<file path="src/rtl/front_end_pipe_ctrl.sv">
// Front-end pipeline controller: IF/ID/DP stall and kill sequencing for dispatch back-pressure,
// mispredict flush/recovery and illegal-instruction traps. `FE_PIPE_CTRL_PERF_EN adds perf counters.
module front_end_pipe_ctrl #(
  parameter int NUM_RS         = 5,
  parameter int RS_ENT_W       = 3,
  parameter int RECOVER_CYCLES = 2,
  parameter int ADDR_W         = 32
) (
  input  logic                clk_i,
  input  logic                reset_n_i,
  input  logic                id_valid_i,
  input  logic                id_illegal_i,
  input  logic [RS_ENT_W-1:0] rs_ent_id_i,
  input  logic [NUM_RS-1:0]   rs_full_i,
  input  logic                rob_full_i,
  input  logic                rob_empty_i,
  input  logic                mispred_i,
  input  logic [ADDR_W-1:0]   mispred_pc_i,
  input  logic [ADDR_W-1:0]   trap_vec_i,
  input  logic                trap_ack_i,
  output logic                stall_IF_o,
  output logic                stall_ID_o,
  output logic                stall_DP_o,
  output logic                kill_IF_o,
  output logic                kill_ID_o,
  output logic                kill_DP_o,
  output logic                redirect_o,
  output logic [ADDR_W-1:0]   redirect_pc_o,
  output logic                trap_req_o,
`ifdef FE_PIPE_CTRL_PERF_EN
  output logic [31:0]         stall_cnt_o,
  output logic [31:0]         flush_cnt_o,
`endif
  output logic                ctrl_busy_o
);

  localparam logic [2:0] RUN     = 3'd0;
  localparam logic [2:0] FLUSH   = 3'd1;
  localparam logic [2:0] RECOVER = 3'd2;
  localparam logic [2:0] DRAIN   = 3'd3;
  localparam logic [2:0] TRAP    = 3'd4;

  // Counter holds remaining RECOVER cycles minus one, so cnt==0 marks the last stall cycle.
  localparam logic [3:0] RC_LOAD = (RECOVER_CYCLES > 0) ? 4'(RECOVER_CYCLES - 1) : 4'd0;

  logic [2:0]        state_q, state_d;
  logic [3:0]        cnt_q, cnt_d;
  logic [ADDR_W-1:0] pc_q, pc_d;
  logic              rs_hit, dp_stall, hold;

  always_comb begin
    rs_hit = 1'b0;
    for (int i = 0; i < NUM_RS; i++)
      if (rs_ent_id_i == RS_ENT_W'(i)) rs_hit = rs_full_i[i];
  end

  assign dp_stall = id_valid_i & (rob_full_i | rs_hit);

  always_comb begin
    state_d = state_q;
    cnt_d   = cnt_q;
    pc_d    = pc_q;
    if (mispred_i) begin
      state_d = FLUSH;
      pc_d    = mispred_pc_i;
    end else begin
      case (state_q)
        RUN:     if (id_valid_i && id_illegal_i) state_d = DRAIN;
        FLUSH: begin
          if (RECOVER_CYCLES == 0) state_d = RUN;
          else begin
            state_d = RECOVER;
            cnt_d   = RC_LOAD;
          end
        end
        RECOVER: begin
          if (cnt_q == 4'd0) state_d = RUN;
          else               cnt_d   = cnt_q - 4'd1;
        end
        DRAIN:   if (rob_empty_i) state_d = TRAP;
        TRAP: begin
          if (trap_ack_i) begin
            state_d = FLUSH;
            pc_d    = trap_vec_i;
          end
        end
        default: state_d = RUN;
      endcase
    end
  end

  always_ff @(posedge clk_i or negedge reset_n_i) begin
    if (!reset_n_i) begin
      state_q <= RUN;
      cnt_q   <= 4'd0;
      pc_q    <= '0;
    end else begin
      state_q <= state_d;
      cnt_q   <= cnt_d;
      pc_q    <= pc_d;
    end
  end

  // Back-pressure path is combinational; gate it so every output reads 0 while in reset.
  assign hold = (state_q == RECOVER) | (state_q == DRAIN) | (state_q == TRAP) |
                ((state_q == RUN) & dp_stall & reset_n_i);

  assign stall_IF_o    = hold;
  assign stall_ID_o    = hold;
  assign stall_DP_o    = hold;
  assign kill_IF_o     = (state_q == FLUSH);
  assign kill_ID_o     = (state_q == FLUSH);
  assign kill_DP_o     = (state_q == FLUSH);
  assign redirect_o    = (state_q == FLUSH);
  assign redirect_pc_o = pc_q;
  assign trap_req_o    = (state_q == TRAP);
  assign ctrl_busy_o   = (state_q != RUN);

`ifdef FE_PIPE_CTRL_PERF_EN
  always_ff @(posedge clk_i or negedge reset_n_i) begin
    if (!reset_n_i) begin
      stall_cnt_o <= '0;
      flush_cnt_o <= '0;
    end else begin
      if (stall_DP_o && stall_cnt_o != 32'hFFFF_FFFF) stall_cnt_o <= stall_cnt_o + 32'd1;
      if (state_d == FLUSH && flush_cnt_o != 32'hFFFF_FFFF) flush_cnt_o <= flush_cnt_o + 32'd1;
    end
  end
`endif

endmodule

</file>
<file path="config.mk">
export PLATFORM = sky130hd
export DESIGN_NAME = front_end_pipe_ctrl
export DESIGN_NICKNAME = d
export VERILOG_FILES = /design/src/rtl/front_end_pipe_ctrl.sv
export SDC_FILE = /design/constraint.sdc
export NUM_CORES = 1
export LEC_CHECK = 0
export ABC_AREA = 1
export CAP_MARGIN = 20
export CORE_UTILIZATION = 35
export DETAILED_ROUTE_END_ITERATION = 16
export PLACE_DENSITY = 0.76
export RECOVER_POWER = 50
export SLEW_MARGIN = 10
export SYNTH_ARGS = -nofsm -noshare
export SYNTH_HDL_FRONTEND = slang
export SYNTH_SLANG_ARGS = --single-unit
</file>
<file path="constraint.sdc">
create_clock -name clk_i -period 1.3 [get_ports clk_i]
set_input_delay 0.26 -clock clk_i [delete_from_list [all_inputs] [get_ports clk_i]]
set_output_delay 0.26 -clock clk_i [all_outputs]
set_load 0.005 [all_outputs]
</file>
==> results.toml, run 1 <==
[run_status]
outcome = "complete, but fails checks"
violations = "negative setup slack"

[power]
powerDensity_nw_per_um2 = 1200
total_leakage_power_nw = 2.12
ir_drop_uv = 608
total_power_mw = 4.84

[run]
maxCapViolCount = 0

[critical_path]
crit_chain = "buf_4, nand2_2, inv_2, a21oi_2, nand2_2, buf_2"
crit_buf_inv = 3
cp_max_fo = 3
path_class = "reg -> out"
crit_top_cell = "nand2_2"
cp-end-kind = "output pin"
cp_top_family = "flip-flops"
slowest_delay_ns = 0.43
cp.arrival_ns = 1.36
start_kind = "flip-flop"
cp.required_ns = 1.04
cp_slowest_cell = "dfrtp_1"

[sta]
worst_slack_ns = -0.322
finalClockSkew_ns = 0.00267
relSlewSlack = 0.365
drv_slew = 0
hold_viol = 0
hold_ws_ns = 0.239
max_freq_mhz = 617
finalSetupViolCount = 48
fin_crit_ns = 1.62
rsz0062_at_grt = "true"
tightest_slew_ns = 0.952
period_share = 1.25

[yosys]
synth_top_area_frac = 0.437
syn_avg_cell_area_sq_um = 6.70
yosys_warnings = 0
synthCells = 333
ys_seq_area_frac = 0.437
synth-seq-cells = 39
synth.distinct_cells = 19
synthTopCellsByArea = "dfrtp_1, nand2_1, inv_1"
syn_area_sq_um = 2230
syn-num-nets = 414
synth_top_cell_by_area = "dfrtp_1"

[placement]
portBuffers = 120
hpwl_microns = 4400
gp_congestion = 0.804

[route]
ant_nets = 0
vias_per_cell = 4.58
dr.pass1.iters = 4
wl_per_cell_microns = 12.2
drtIter0Drc = 86
wl_met3_microns = 545
drc_errors = 0
dr_wl_met2_microns = 3520
via_count = 2535
wl_met1_microns = 2610
wl_microns = 6780
dr.max_layer_used = "met4"

[clock_network]
insertion_delay_ns = 0.28
cts_sinks = 39
cts_tree = "built"
clk_pin_slew_ns = 0.08
cts_buffers = 5
h-tree-depth = 2
holdBufCountCts = 0
cts-root-buf = "clkbuf_8"
cts.path.max_buffers = 2

[global_route]
antenna_found_initial = 0
overflow = 0
grt_pass1_vias = 2290
track_usage = 0.195
grt_pass1_wl_microns = 10000
grt_max_degree = 40

[worst_hold_path]
hold_path_class = "in -> async"

[final_layout]
syn2layout_area_growth_pct = 80.3
seq_area_sq_um = 976
fillers = 514
n_antenna_cell = 0
multiInputGateArea_sq_um = 1110
nets = 559
drive_above_1_share = 0.209

[floorplanning]
dieArea_sq_um = 6700
start_util = 0.370
num_io_pins = 121
row_count = 28
fp.dieH_microns = 81.8
die_w_microns = 81.8
core_area_sq_um = 6030
synthesized netlist by cell type (all sizes together):
library cell  instances
xnor2                 1
nand3                 9
buf                  17
o21ai                37
nor3                  2
nand4                 4
nor2                  9
clkbuf                3
nand2               155
ha                    1
a21oi                 4
inv                  52
dfrtp                39
cell usage in the layout, fill, tap and decap left out, types with 3 or more instances in the layout:
cell type / synthesis / layout
buf_2: 7 / 3
buf_4: 10 / 21
buf_6: 0 / 15
clkbuf_16: 0 / 3
clkbuf_8: 0 / 5
clkdlybuf4s50_1: 0 / 74
dfrtp_1: 39 / 39
dlygate4sd2_1: 0 / 34
inv_1: 51 / 47
inv_2: 1 / 5
nand2_1: 154 / 136
nand2_2: 1 / 14
nand2_4: 0 / 5
nand3_1: 9 / 7
nand4_1: 4 / 4
nor2_4: 0 / 5
o21ai_0: 32 / 17
o21ai_1: 4 / 10
o21ai_2: 0 / 9
cell families after synthesis:
| group | Yosys count | synth area share |
|---|---|---|
| AOI/OAI and AO/OA | 41 | 0.0970 |
| xor gates and xnor gates | 1 | 0.00393 |
| adders and majority gates | 1 | 0.00561 |
| buffers and inverters | 72 | 0.142 |
| DFF | 39 | 0.437 |
| and+or+nand+nor | 179 | 0.314 |
registers in the layout (all words and copies together), names as in the netlist:
| name | count |
|---|---|
| cnt_q | 4 |
| redirect_pc_o | 32 |
| state_q | 3 |
metrics by stage:
stage,setup slack [ns],util,instances,setup TNS [ns],area (sq um)
after floorplan,0.0146,-,333,0,2230
after global placement,-0.683,0.598,528,-10.03,3600
after detailed placement,-0.752,0.598,528,-10.45,3600
after CTS,-0.284,0.629,548,-8.55,3790
after global routing,-0.392,0.667,554,-12.93,4020
final,-0.322,0.667,554,-9.29,4020
final timing paths:
path                            startpoint  depth (start not counted)                 to  slack (ns)
worst max-delay path            state_q[2]                          6         stall_DP_o       -0.32
worst min-delay path             reset_n_i                          2  redirect_pc_o[14]        0.24
worst max register to register  state_q[0]                          9  redirect_pc_o[31]       -0.25
worst min register to register    cnt_q[1]                          2           cnt_q[1]        0.52
max in group asynchronous        reset_n_i                          2   redirect_pc_o[0]        0.47
min in group clk_i                cnt_q[1]                          2           cnt_q[1]        0.52
timing repair:
item	in CTS	in global routing
pin swaps	14	13
cloned	1	3
endpoints found under the setup margin	79	48
resized for setup	104	57
buffers inserted	13	5
per-layer routing:
metal	vias up	GRT usage
met5	-	0
met4	0	0.0474
met3	14	0.0578
met2	96	0.364
met1	1140	0.213
li1	1285	-
worst register-to-register path: stages (launching register included):
cell and delay, ns:
dfrtp_1 0.41, buf_6 0.13, nor2_4 0.10, nand2_2 0.08, buf_6 0.12, o21ai_4 0.20
buf_6 0.17, buf_12 0.13, nand2_1 0.05, o21ai_1 0.08
cell type report:
cell class              count  area share
clock buffers               6      0.0180
clock inverters             2     0.00311
inverters                  52      0.0485
multi-input cells         222       0.277
flip-flops and latches     39       0.243
well taps                  75      0.0233
repair buffers            158       0.388
report_power, final:
group | switching, mW | internal, mW | leakage, nW
combinational | 1.12 | 1.35 | 1.59
sequential | 0.139 | 1.43 | 0.485
clock | 0.426 | 0.375 | 0.0412
total | 1.69 | 3.16 | 2.12
(Power assumes the default switching activity.)
==> run 2: changes to the inputs <==
- CTS_CLUSTER_SIZE: default -> 8
==> results of run 2 <==
Same layout as run 1: the final DEF is identical, and so are final timing and power.
